===== src/rtl/sweep_pkg.sv =====
// -----------------------------------------------------------------------------
// sweep_pkg
// Shared definitions for the truth-table sweeper: the sequencer state type,
// default sizing constants and the settle-timer counter width.
// -----------------------------------------------------------------------------
package sweep_pkg;

    // Sequencer states; SETTLE holds a vector, SAMPLE captures the DUT result.
    typedef enum logic [1:0] {
        IDLE   = 2'd0,
        SETTLE = 2'd1,
        SAMPLE = 2'd2,
        DONE   = 2'd3
    } sweep_state_t;

    localparam int DEFAULT_N_IN          = 4;
    localparam int DEFAULT_SETTLE_CYCLES = 1;

    // Settle counter width, large enough for the maximum settle time of 255.
    localparam int TIMER_W = 8;

endpackage


===== src/rtl/sweep_settle_timer.sv =====
// -----------------------------------------------------------------------------
// sweep_settle_timer
// Counts the cycles a vector has been held in SETTLE and flags the cycle in
// which the count reaches SETTLE_CYCLES-1.
//
// Ports:
//   clk    in   rising-edge clock
//   rst    in   synchronous active-high reset
//   clear  in   forces the count back to zero (has priority over enable)
//   enable in   advances the count by one
//   tc     out  terminal count: count == SETTLE_CYCLES-1
// -----------------------------------------------------------------------------
module sweep_settle_timer
    import sweep_pkg::*;
#(
    parameter int SETTLE_CYCLES = DEFAULT_SETTLE_CYCLES
) (
    input  logic clk,
    input  logic rst,
    input  logic clear,
    input  logic enable,
    output logic tc
);

    localparam logic [TIMER_W-1:0] TC_VALUE = TIMER_W'(SETTLE_CYCLES - 1);

    logic [TIMER_W-1:0] count_q;

    always_ff @(posedge clk) begin
        if (rst) begin
            count_q <= '0;
        end else if (clear) begin
            count_q <= '0;
        end else if (enable) begin
            count_q <= count_q + TIMER_W'(1);
        end
    end

    assign tc = (count_q == TC_VALUE);

endmodule


===== src/rtl/truth_table_sweeper.sv =====
// -----------------------------------------------------------------------------
// truth_table_sweeper
// Drives an N_IN-input combinational block through every input vector in
// ascending order, holds each vector SETTLE_CYCLES cycles, samples the
// single-bit result in the following cycle and builds the full truth table.
//
// Optional feature macro: SWEEP_COMPARE_EN -- adds the golden-table compare
// (expected / mismatch / mismatch_cnt ports).
//
// Ports:
//   clk          in   rising-edge clock
//   rst          in   synchronous active-high reset
//   start        in   starts a sweep when seen in IDLE (ignored with abort)
//   abort        in   returns to IDLE next cycle from any state, no done
//   dut_in       out  current vector, MSB = first DUT input
//   dut_out      in   DUT result for dut_in
//   table_out    out  bit i = result sampled while dut_in == i
//   busy         out  high in SETTLE and SAMPLE
//   done         out  one-cycle pulse when a sweep completes
//   expected     in   golden truth table          (SWEEP_COMPARE_EN)
//   mismatch     out  any table bit differs       (SWEEP_COMPARE_EN)
//   mismatch_cnt out  number of differing bits    (SWEEP_COMPARE_EN)
// -----------------------------------------------------------------------------
module truth_table_sweeper
    import sweep_pkg::*;
#(
    parameter int N_IN          = DEFAULT_N_IN,
    parameter int SETTLE_CYCLES = DEFAULT_SETTLE_CYCLES
) (
    input  logic                 clk,
    input  logic                 rst,
    input  logic                 start,
    input  logic                 abort,
    output logic [N_IN-1:0]      dut_in,
    input  logic                 dut_out,
    output logic [2**N_IN-1:0]   table_out,
    output logic                 busy,
    output logic                 done
`ifdef SWEEP_COMPARE_EN
    ,
    input  logic [2**N_IN-1:0]   expected,
    output logic                 mismatch,
    output logic [N_IN:0]        mismatch_cnt
`endif
);

    localparam int            TABLE_W    = 2**N_IN;
    localparam logic [N_IN:0] LAST_INDEX = (N_IN+1)'(TABLE_W - 1);

    sweep_state_t       state_q;
    sweep_state_t       state_d;
    logic [N_IN:0]      index_q;
    logic [TABLE_W-1:0] table_q;
    logic               settle_tc;
    logic               accept;
    logic               sample_now;
    logic               last_vector;

    // The count is held at zero outside SETTLE, so every SETTLE entry starts
    // a fresh settle period without an explicit load.
    sweep_settle_timer #(
        .SETTLE_CYCLES (SETTLE_CYCLES)
    ) u_settle_timer (
        .clk    (clk),
        .rst    (rst),
        .clear  (state_q != SETTLE),
        .enable (state_q == SETTLE),
        .tc     (settle_tc)
    );

    assign accept      = (state_q == IDLE) && start && !abort;
    assign sample_now  = (state_q == SAMPLE) && !abort;
    assign last_vector = (index_q == LAST_INDEX);

    // Next-state and Moore outputs; abort overrides every transition.
    always_comb begin
        state_d = state_q;
        busy    = 1'b0;
        done    = 1'b0;
        dut_in  = '0;
        case (state_q)
            IDLE: begin
                if (start) begin
                    state_d = SETTLE;
                end
            end
            SETTLE: begin
                busy   = 1'b1;
                dut_in = index_q[N_IN-1:0];
                if (settle_tc) begin
                    state_d = SAMPLE;
                end
            end
            SAMPLE: begin
                busy    = 1'b1;
                dut_in  = index_q[N_IN-1:0];
                state_d = last_vector ? DONE : SETTLE;
            end
            DONE: begin
                done    = 1'b1;
                state_d = IDLE;
            end
            default: begin
                state_d = IDLE;
            end
        endcase
        if (abort) begin
            state_d = IDLE;
        end
    end

    // State, vector index and truth-table capture. The index stops at the
    // last vector instead of wrapping.
    always_ff @(posedge clk) begin
        if (rst) begin
            state_q <= IDLE;
            index_q <= '0;
            table_q <= '0;
        end else begin
            state_q <= state_d;
            if (accept) begin
                index_q <= '0;
                table_q <= '0;
            end else if (sample_now) begin
                table_q[index_q[N_IN-1:0]] <= dut_out;
                if (!last_vector) begin
                    index_q <= index_q + (N_IN+1)'(1);
                end
            end
        end
    end

    assign table_out = table_q;

`ifdef SWEEP_COMPARE_EN
    logic [TABLE_W-1:0] final_table;
    logic [TABLE_W-1:0] diff;
    logic [N_IN:0]      diff_cnt;

    // The compare is evaluated on the final table including the bit being
    // sampled, so the result is registered on entry to DONE and is visible
    // in the same cycle as done.
    always_comb begin
        final_table                     = table_q;
        final_table[index_q[N_IN-1:0]] = dut_out;
        diff                            = final_table ^ expected;
        diff_cnt                        = '0;
        for (int i = 0; i < TABLE_W; i++) begin
            diff_cnt = diff_cnt + (N_IN+1)'(diff[i]);
        end
    end

    always_ff @(posedge clk) begin
        if (rst) begin
            mismatch     <= 1'b0;
            mismatch_cnt <= '0;
        end else if (accept) begin
            mismatch     <= 1'b0;
            mismatch_cnt <= '0;
        end else if (sample_now && last_vector) begin
            mismatch     <= |diff;
            mismatch_cnt <= diff_cnt;
        end
    end
`endif

endmodule


===== config.mk =====
export PLATFORM = sky130hd
export DESIGN_NAME = truth_table_sweeper
export DESIGN_NICKNAME = d
export VERILOG_FILES = /design/src/rtl/sweep_pkg.sv /design/src/rtl/sweep_settle_timer.sv /design/src/rtl/truth_table_sweeper.sv
export SDC_FILE = /design/constraint.sdc
export NUM_CORES = 1
export LEC_CHECK = 0
export ABC_AREA = 1
export BUFFER_PORTS_ARGS = -buffer_cell sky130_fd_sc_hd__buf_2
export CAP_MARGIN = 20
export CORE_MARGIN = 2
export CORE_UTILIZATION = 55
export DETAILED_ROUTE_END_ITERATION = 7
export PLACE_DENSITY = 0.87
export RECOVER_POWER = 100
export SYNTH_ARGS = -nofsm -noshare
export SYNTH_HDL_FRONTEND = slang
export SYNTH_HIERARCHICAL = 1
export SYNTH_SLANG_ARGS = --single-unit

===== constraint.sdc =====
create_clock -name clk -period 3.2 [get_ports clk]
set_input_delay 0.64 -clock clk [delete_from_list [all_inputs] [get_ports clk]]
set_output_delay 0.64 -clock clk [all_outputs]
set_load 0.02 [all_outputs]

==> results of run 1 <==
==> registers in the layout, summed over array words and instances, names as in the netlist <==
name                    count
table_out                  16
index_q                     5
u_settle_timer/count_q      8
state_q                     2
==> how the worst min path moves through the flow <==
stage / cells past startpoint / end / start
floorplan: 2 / index_q[4] / index_q[4]
global placement: 2 / index_q[4] / index_q[4]
detailed placement: 2 / index_q[4] / index_q[4]
CTS: 2 / index_q[4] / index_q[4]
global route: 2 / index_q[4] / index_q[4]
finish: 2 / index_q[4] / index_q[4]
==> metrics by stage <==
step                      worst slack (ns)  hold WS, ns  utilization (%)  cells  power [uW]
final                                0.974        0.469             62.7    315         698
after CTS                             1.03        0.473             64.0    315         706
after global routing                 0.810        0.492             62.7    315         733
after detailed placement              1.41        0.460             61.7    307         451
after global placement                1.45        0.456             61.7    307         450
after floorplan                       1.45        0.444                -    252         443
==> worst max-delay path, cell delays in order (launching register included) <==
cell and delay [ns]:
dfxtp_1 0.42, inv_1 0.11, ha_1 0.38, nand2_1 0.08, inv_1 0.06, clkbuf_1 0.22
==> cells by family (layout without fill, tap and decap cells) <==
kind of cell / after synthesis / count (layout)
compound gates: 13 / 13
simple gates: 161 / 161
flops: 31 / 31
fa+ha+maj: 12 / 12
buf+inv: 35 / 65
==> Yosys cell counts (all sizes together) <==
master,number,area [um2]
a21oi,12,63.8
buf,4,37.5
dfxtp,31,621
ha,12,150
inv,31,121
nand2,74,313
nand3,14,92.6
nor2,71,304
nor3,1,5.00
nor4,1,6.26
o21ai,1,5.00
==> per-layer routing <==
metal	wire length, um	GRT usage (%)
met2	1520	34.2
met1	1520	25.6
met5	0	0
met4	55	9.52
met3	118	3.90
==> report_power, final <==
group | switching [uW] | internal, uW | total (uW)
logic | 35.4 | 16.6 | 52.0
clock network | 128 | 129 | 258
registers | 1.72 | 387 | 389
==> final cells by class <==
| type | instances | area [um2] |
|---|---|---|
| clock buffer | 8 | 68.8 |
| timing repair buffer | 26 | 103 |
| fill | 285 | 1120 |
| tap | 33 | 41.3 |
| multi-input combinational | 186 | 927 |
| sequential | 31 | 621 |
| inverter | 31 | 121 |
==> flow_metrics.tcl, run 1 <==
set metrics [dict create \
    synthXorXnorAreaFrac_pct 0 \
    place_area_mm2 0.00185 \
    syn2layout_area_growth_pct 9.46 \
    cts_hold_buf 0 \
    drt-pass1-iter-count 4 \
    hold_viol 0 \
    r2r-end "u_settle_timer/count_q[2]" \
    diodes 0 \
    clock_latency_ns 0.33 \
    criticalPathCategory "register to output pin" \
    tns_ns 0 \
    port_buffers 26 \
    worst_pin_slew_ns 0.471 \
    crit_path_start "state_q[1]" \
    maxSlewViolCount 0 \
    numCtsBuffers 5 \
    routed_wl_um 3210 \
    synth_warnings 6 \
    post_cts_buffers 0 \
    antenna_found_initial 0 \
    cp.required_ns 2.56 \
    crit_path_start_kind "register" \
    ctsResizeCount 0 \
    rows 20 \
    setup_violations 0 \
    grt_pass1_vias 1372 \
    dieArea_mm2 0.00359 \
    syn_area_mm2 0.00172 \
    endpoint "dut_in[1]" \
    cp.arrival_ns 1.59 \
    cts_tree "done" \
    clkSinkCount 31 \
    synth_nets 269 \
    clockBufferDepth 2 \
    core-area_mm2 0.00300 \
    grt_overflow 0 \
    r2r_start "state_q[1]" \
    synth-seq-area-share_pct 36.1 \
    drt_iter0_markers 56 \
    synth-simple-area-share_pct 41.9 \
    final_common_cell "nand2_1" \
    nets 298 \
    synth_top_family_by_area "simple AND/OR/NAND/NOR gates" \
    worstSetupEndpointType "output pin" \
    cp_max_fo 5 \
    drv_cap 0 \
    synth_cell_type_count 22 \
    worst-r2r-setup-slack_ns 1.53 \
    p_per_area_mw_per_mm2 371 \
    synth_compound_area_share_pct 4.00 \
    hp-class "register to register" \
    fin_crit_ns 2.23 \
    synth-seq-cells 31 \
    layout-drive-gt1-share_pct 13.1 \
    wl_per_cell_um 10.2 \
    clkTransAtPathRegs_ns 0.09 \
    grt_pass1_wl_um 5600 \
    cts_root_buf "clkbuf_4" \
    fin_skew_ns 0.00495 \
    grt_max_degree 19 \
    routabilityCongestion 0.778 \
    status "finished, final reports clean" \
    muxShareOfSynthArea_pct 0 \
    rsz0062_at_grt "no" \
    htree_levels 2 \
    drc 0 \
    rr_worst_depth 6 \
    dieWidth_um 59.9 \
    vdd_ir_drop_max_mv 0.253 \
    vias 1561 \
    io_pins 27 \
    start_util_pct 57.3 \
    fin_crit_sh_pct 69.5 \
    max_freq_ghz 0.449 \
    dp_hpwl_um 2500 \
    fp.dieH_um 59.9 \
    via_per_inst 4.96 \
    final_area_mm2 0.00188 \
    postRouteAntennaNets 0 \
    syn_inst 252 \
    synth-adder-area-share_pct 8.73 \
    syn_avg_cell_area_um2 6.82 \
    final_cell_mix "nand2_1, nor2_1, dfxtp_1, inv_1, clkbuf_1" \
    grt_usage_pct 20.6 \
    p_leak_uw 0.000759 \
    maxSlewHeadroom_pct 68.6 \
]
(Power assumes the default switching activity.)
==> run 2, diff against run 1 <==
==> constraint.sdc (replaced) <==
create_clock -name clk -period 2.07 [get_ports clk]
set_input_delay 0.414 -clock clk [delete_from_list [all_inputs] [get_ports clk]]
set_output_delay 0.414 -clock clk [all_outputs]
set_load 0.02 [all_outputs]
==> run 2 against run 1 <==
Against the previous run: via count down 0.58%; global-route usage down 0.97 points; cell count unchanged; count of clock-buffer cells in the layout down 2; first-iteration DRC count down 27%.
==> flow_metrics.tcl, run 2 (same netlist as run 1, synthesis figures left out) <==
set metrics [dict create \
    drt-pass1-iter-count 4 \
    tns_ns 0 \
    grt_pass1_vias 1301 \
    drv_cap 0 \
    setup_violations 0 \
    p_leak_uw 0.000787 \
    fp.dieH_um 59.9 \
    rows 20 \
    postRouteAntennaNets 0 \
    syn2layout_area_growth_pct 11.3 \
    worstSetupEndpointType "output pin" \
    dieArea_mm2 0.00359 \
    hp-class "input pin to register" \
    start_util_pct 57.3 \
    hold_viol 0 \
    nets 298 \
    post_cts_buffers 0 \
    routabilityCongestion 0.790 \
    status "finished, final reports clean" \
    criticalPathCategory "register to output pin" \
    clock_latency_ns 0.33 \
    vias 1552 \
    cp.required_ns 1.66 \
    max_freq_ghz 0.509 \
    numCtsBuffers 5 \
    crit_path_start_kind "register" \
    via_per_inst 4.93 \
    worst_pin_slew_ns 0.465 \
    core-area_mm2 0.00300 \
    ctsResizeCount 0 \
    clkSinkCount 31 \
    worst-r2r-setup-slack_ns 0.38 \
    grt_pass1_wl_um 5360 \
    dp_hpwl_um 2410 \
    vdd_ir_drop_max_mv 0.403 \
    drt_iter0_markers 41 \
    cts_tree "done" \
    dieWidth_um 59.9 \
    drc 0 \
    maxSlewHeadroom_pct 68.9 \
    final_util_pct 63.7 \
    antenna_found_initial 0 \
    p_per_area_mw_per_mm2 616 \
    cp_max_fo 5 \
    cts_hold_buf 0 \
    grt_overflow 0 \
    clockBufferDepth 2 \
    diodes 0 \
    grt_usage_pct 19.6 \
    htree_levels 2 \
    largest_reg_flops 16 \
    cts_root_buf "clkbuf_4" \
    routed_wl_um 3210 \
    maxSlewViolCount 0 \
    grt_max_degree 19 \
    layout-drive-gt1-share_pct 16.3 \
    final_common_cell "nand2_1" \
    fin_skew_ns 0.00822 \
    io_pins 27 \
    cp.arrival_ns 1.55 \
    wl_per_cell_um 10.2 \
    clkTransAtPathRegs_ns 0.10 \
    final_cell_mix "nand2_1, nor2_1, dfxtp_1, inv_1, clkbuf_1" \
    rsz0062_at_grt "no" \
    fin_crit_sh_pct 95.0 \
    fin_crit_ns 1.97 \
    port_buffers 26 \
]
==> run 2: changes by cell type in the layout (fill, tap and decap cells not counted), sizes merged <==
| cell | delta |
|---|---|
| buf | +3 |
| clkbuf | -5 |
| clkinv | +1 |
| bufinv | +1 |
==> run 2: where the power goes <==
part	switching (uW)	internal [uW]	leakage [uW]
Combinational	55.5	26.4	0.000489
Sequential	2.80	598	0.000250
Clock	211	285	0.0000482
==> run 2: final timing paths <==
check / from / to / depth (start not counted)
max: state_q[1] / dut_in[1] / 5
min: abort / state_q[1] / 4
max reg2reg: state_q[1] / u_settle_timer/count_q[2] / 6
min reg2reg: index_q[4] / index_q[4] / 2
==> run 2: through the flow <==
stage                     std cells  setup WS, ns  power (uW)  cell area, um2  hold slack, ns
after floorplan                 252         0.541         686            1720           0.444
after global routing            315     0.0000435        1240            1910           0.343
final                           315         0.103        1180            1910           0.348
after detailed placement        307         0.492         697            1850           0.471
after CTS                       315         0.102        1190            1940           0.333
after global placement          307         0.549         695            1850           0.455
==> run 2: per-layer routing <==
metal  wire length (um)  track usage (%)  vias to the layer above
met5                  0                0                        -
met4                 44             6.67                        0
met3                180             6.49                        5
met2               1490             32.1                       35
met1               1500             24.0                      690
li1                   -                -                      822
==> run 2: area by class of cell <==
type | instances | area (um2)
Multi-Input combinational cell | 186 | 935
Clock inverter | 2 | 35.0
Fill cell | 272 | 1090
Clock buffer | 6 | 51.3
Tap cell | 33 | 41.3
Inverter | 31 | 121
Sequential cell | 31 | 621
Timing Repair Buffer | 26 | 109
==> run 2: critical path, cell delays in order (launching register included) <==
cell	delay (ns)
dfxtp_1	0.42
inv_1	0.12
ha_1	0.39
nand2_1	0.08
inv_1	0.06
buf_2	0.15
==> run 3, diff against run 2 <==
--- a/config.mk
+++ b/config.mk
@@ -5,7 +5,6 @@
 export SDC_FILE = /design/constraint.sdc
 export NUM_CORES = 1
 export LEC_CHECK = 0
-export ABC_AREA = 1
 export BUFFER_PORTS_ARGS = -buffer_cell sky130_fd_sc_hd__buf_2
 export CAP_MARGIN = 20
 export CORE_MARGIN = 2
==> run 3 against run 2 <==
Against the previous run: sequential cell count did not move; combinational power down 19%; utilization grew 1.7 points; clock power down 28%; synthesized cell count fell by 29%.
==> flow_metrics.tcl, run 3 <==
set metrics [dict create \
    diodes 0 \
    synth_cell_type_count 32 \
    drv_cap 0 \
    fin_crit_ns 1.95 \
    worst-r2r-setup-slack_ns 0.15 \
    cp.arrival_ns 1.53 \
    fin_crit_sh_pct 94.0 \
    maxSlewHeadroom_pct 61.7 \
    cp.required_ns 1.66 \
    post_cts_buffers 0 \
    nets 224 \
    hold_end "state_q[0]" \
    drt_iter0_markers 33 \
    cts_root_buf "clkbuf_4" \
    dp_hpwl_um 2530 \
    rsz0062_at_grt "no" \
    via_per_inst 5.62 \
    syn2layout_area_growth_pct 11.5 \
    synth-seq-cells 31 \
    clockBufferDepth 2 \
    netlist_top_cells_count "dfxtp_1, nand2_1, mux2i_1, nand3b_1, ha_1" \
    core-area_mm2 0.00278 \
    grt_usage_pct 23.3 \
    r2r_start "index_q[0]" \
    grt_overflow 0 \
    final_area_mm2 0.00182 \
    dieWidth_um 58.5 \
    setup_violations 0 \
    worst_slack_ns 0.123 \
    dieArea_mm2 0.00342 \
    fin_skew_ns 0.0117 \
    rr_worst_depth 6 \
    r2r-end "index_q[3]" \
    worst_pin_slew_ns 0.572 \
    synth_top_cell_area_share_pct 38.0 \
    numCtsBuffers 5 \
    vdd_ir_drop_max_mv 0.544 \
    grt_max_degree 22 \
    grt_pass1_wl_um 6080 \
    cp_max_fo 5 \
    p_leak_uw 0.000773 \
    hold_viol 0 \
    place_ws_ns 0.112 \
    synth_edf_count 0 \
    layout-drive-gt1-share_pct 11.1 \
    clkTransAtPathRegs_ns 0.08 \
    hp-class "input pin to register" \
    crit_path_start_kind "register" \
    max_freq_ghz 0.514 \
    status "finished, final reports clean" \
    synth_ff_type "dfxtp_1" \
    routed_wl_um 3490 \
    async_flop_share_pct 0 \
    cts_hold_buf 0 \
    yosysMostFrequentCell "dfxtp_1" \
    syn_area_mm2 0.00163 \
    drc 0 \
    synth_area_leaders "dfxtp_1, mux2i_1, ha_1" \
    clock_latency_ns 0.34 \
    port_buffers 26 \
    min_path_cells 2 \
    place_inst 231 \
    htree_levels 2 \
    cts_tree "done" \
    place_area_mm2 0.00179 \
    antenna_found_initial 0 \
    synth_nets 196 \
    routabilityCongestion 0.766 \
    maxSlewViolCount 0 \
    wl_per_cell_um 14.7 \
    final_cell_mix "dfxtp_1, nand2_1, clkbuf_1, nand3b_1, mux2i_1" \
    final_common_cell "dfxtp_1" \
    stdcell_count 238 \
    syn_avg_cell_area_um2 9.12 \
    grt_pass1_vias 1406 \
    rows 19 \
    synth-seq-area-share_pct 38.0 \
    io_pins 27 \
    synth_warnings 6 \
    yosysTopAreaCell "dfxtp_1" \
    largest_reg_flops 16 \
    vias 1338 \
    tns_ns 0 \
    criticalPathCategory "register to output pin" \
    syn_inst 179 \
    worstSetupEndpointType "output pin" \
    postRouteAntennaNets 0 \
    start_util_pct 58.7 \
    p_per_area_mw_per_mm2 565 \
    fp.dieH_um 58.5 \
    clkSinkCount 31 \
    drt-pass1-iter-count 4 \
    worstHoldStart "abort" \
]
-- run 3: routing by layer --
layer	vias to the layer above	share of wire [%]	track usage, %
li1	674	-	-
met1	628	43	26.0
met2	27	50	40.6
met3	9	4.4	5.05
met4	0	2.5	13.6
met5	-	0	0
-- run 3: logic make-up after synthesis --
| group | count (synthesis) | synth area share [%] |
|---|---|---|
| xor gates and xnor gates | 5 | 2.68 |
| adders and majority gates | 12 | 9.20 |
| DFF | 31 | 38.0 |
| muxes | 17 | 10.4 |
| AOI/OAI and AO/OA | 14 | 4.98 |
| buffers and inverters | 16 | 3.83 |
| and+or+nand+nor | 84 | 30.9 |
-- run 3: per-stage QoR --
step / hold slack [ns] / power [uW] / utilization, %
after floorplan: 0.458 / 662 / -
after global placement: 0.471 / 677 / 64.4
after detailed placement: 0.484 / 682 / 64.4
after CTS: 0.409 / 1030 / 66.4
after global routing: 0.400 / 1060 / 65.5
final: 0.395 / 1030 / 65.5
-- run 3: cell type report --
| type | instances | area [um2] |
|---|---|---|
| fill | 246 | 961 |
| clock inverter | 1 | 5.00 |
| timing repair buffer | 29 | 130 |
| sequential | 31 | 623 |
| inverter | 8 | 30.0 |
| clock buffer | 6 | 51.3 |
| multi-input combinational | 132 | 942 |
| tap | 31 | 38.8 |
-- run 3: where the power goes --
group / total (uW) / switching (uW) / leakage, uW / internal (uW)
Clock: 360 / 203 / 0.0000341 / 157
Combinational: 66.5 / 41.9 / 0.000488 / 24.6
Sequential: 601 / 2.69 / 0.000251 / 598
Total: 1030 / 248 / 0.000773 / 780
-- run 3: worst max path at each step --
| stage | from | to | slack, ns | cells past startpoint |
|---|---|---|---|---|
| floorplan | index_q[0] | index_q[3] | 0.21 | 6 |
| detailed placement | index_q[1] | index_q[3] | 0.11 | 6 |
| global placement | index_q[0] | index_q[3] | 0.17 | 6 |
| CTS | index_q[0] | index_q[3] | 0.08 | 6 |
| global route | state_q[0] | dut_in[1] | 0.009 | 4 |
| finish | state_q[0] | dut_in[1] | 0.12 | 4 |
-- run 3: worst max-delay path: stages (launching register included) --
cell and delay, ns:
dfxtp_1 0.41, inv_1 0.11, ha_1 0.36, and2_0 0.17
buf_2 0.15
-- run 3: timing repair --
item / in CTS / in global routing
endpoints found under the hold margin: 0 / 0
setup endpoints to repair: 0 / 2
resized for setup: 0 / 4
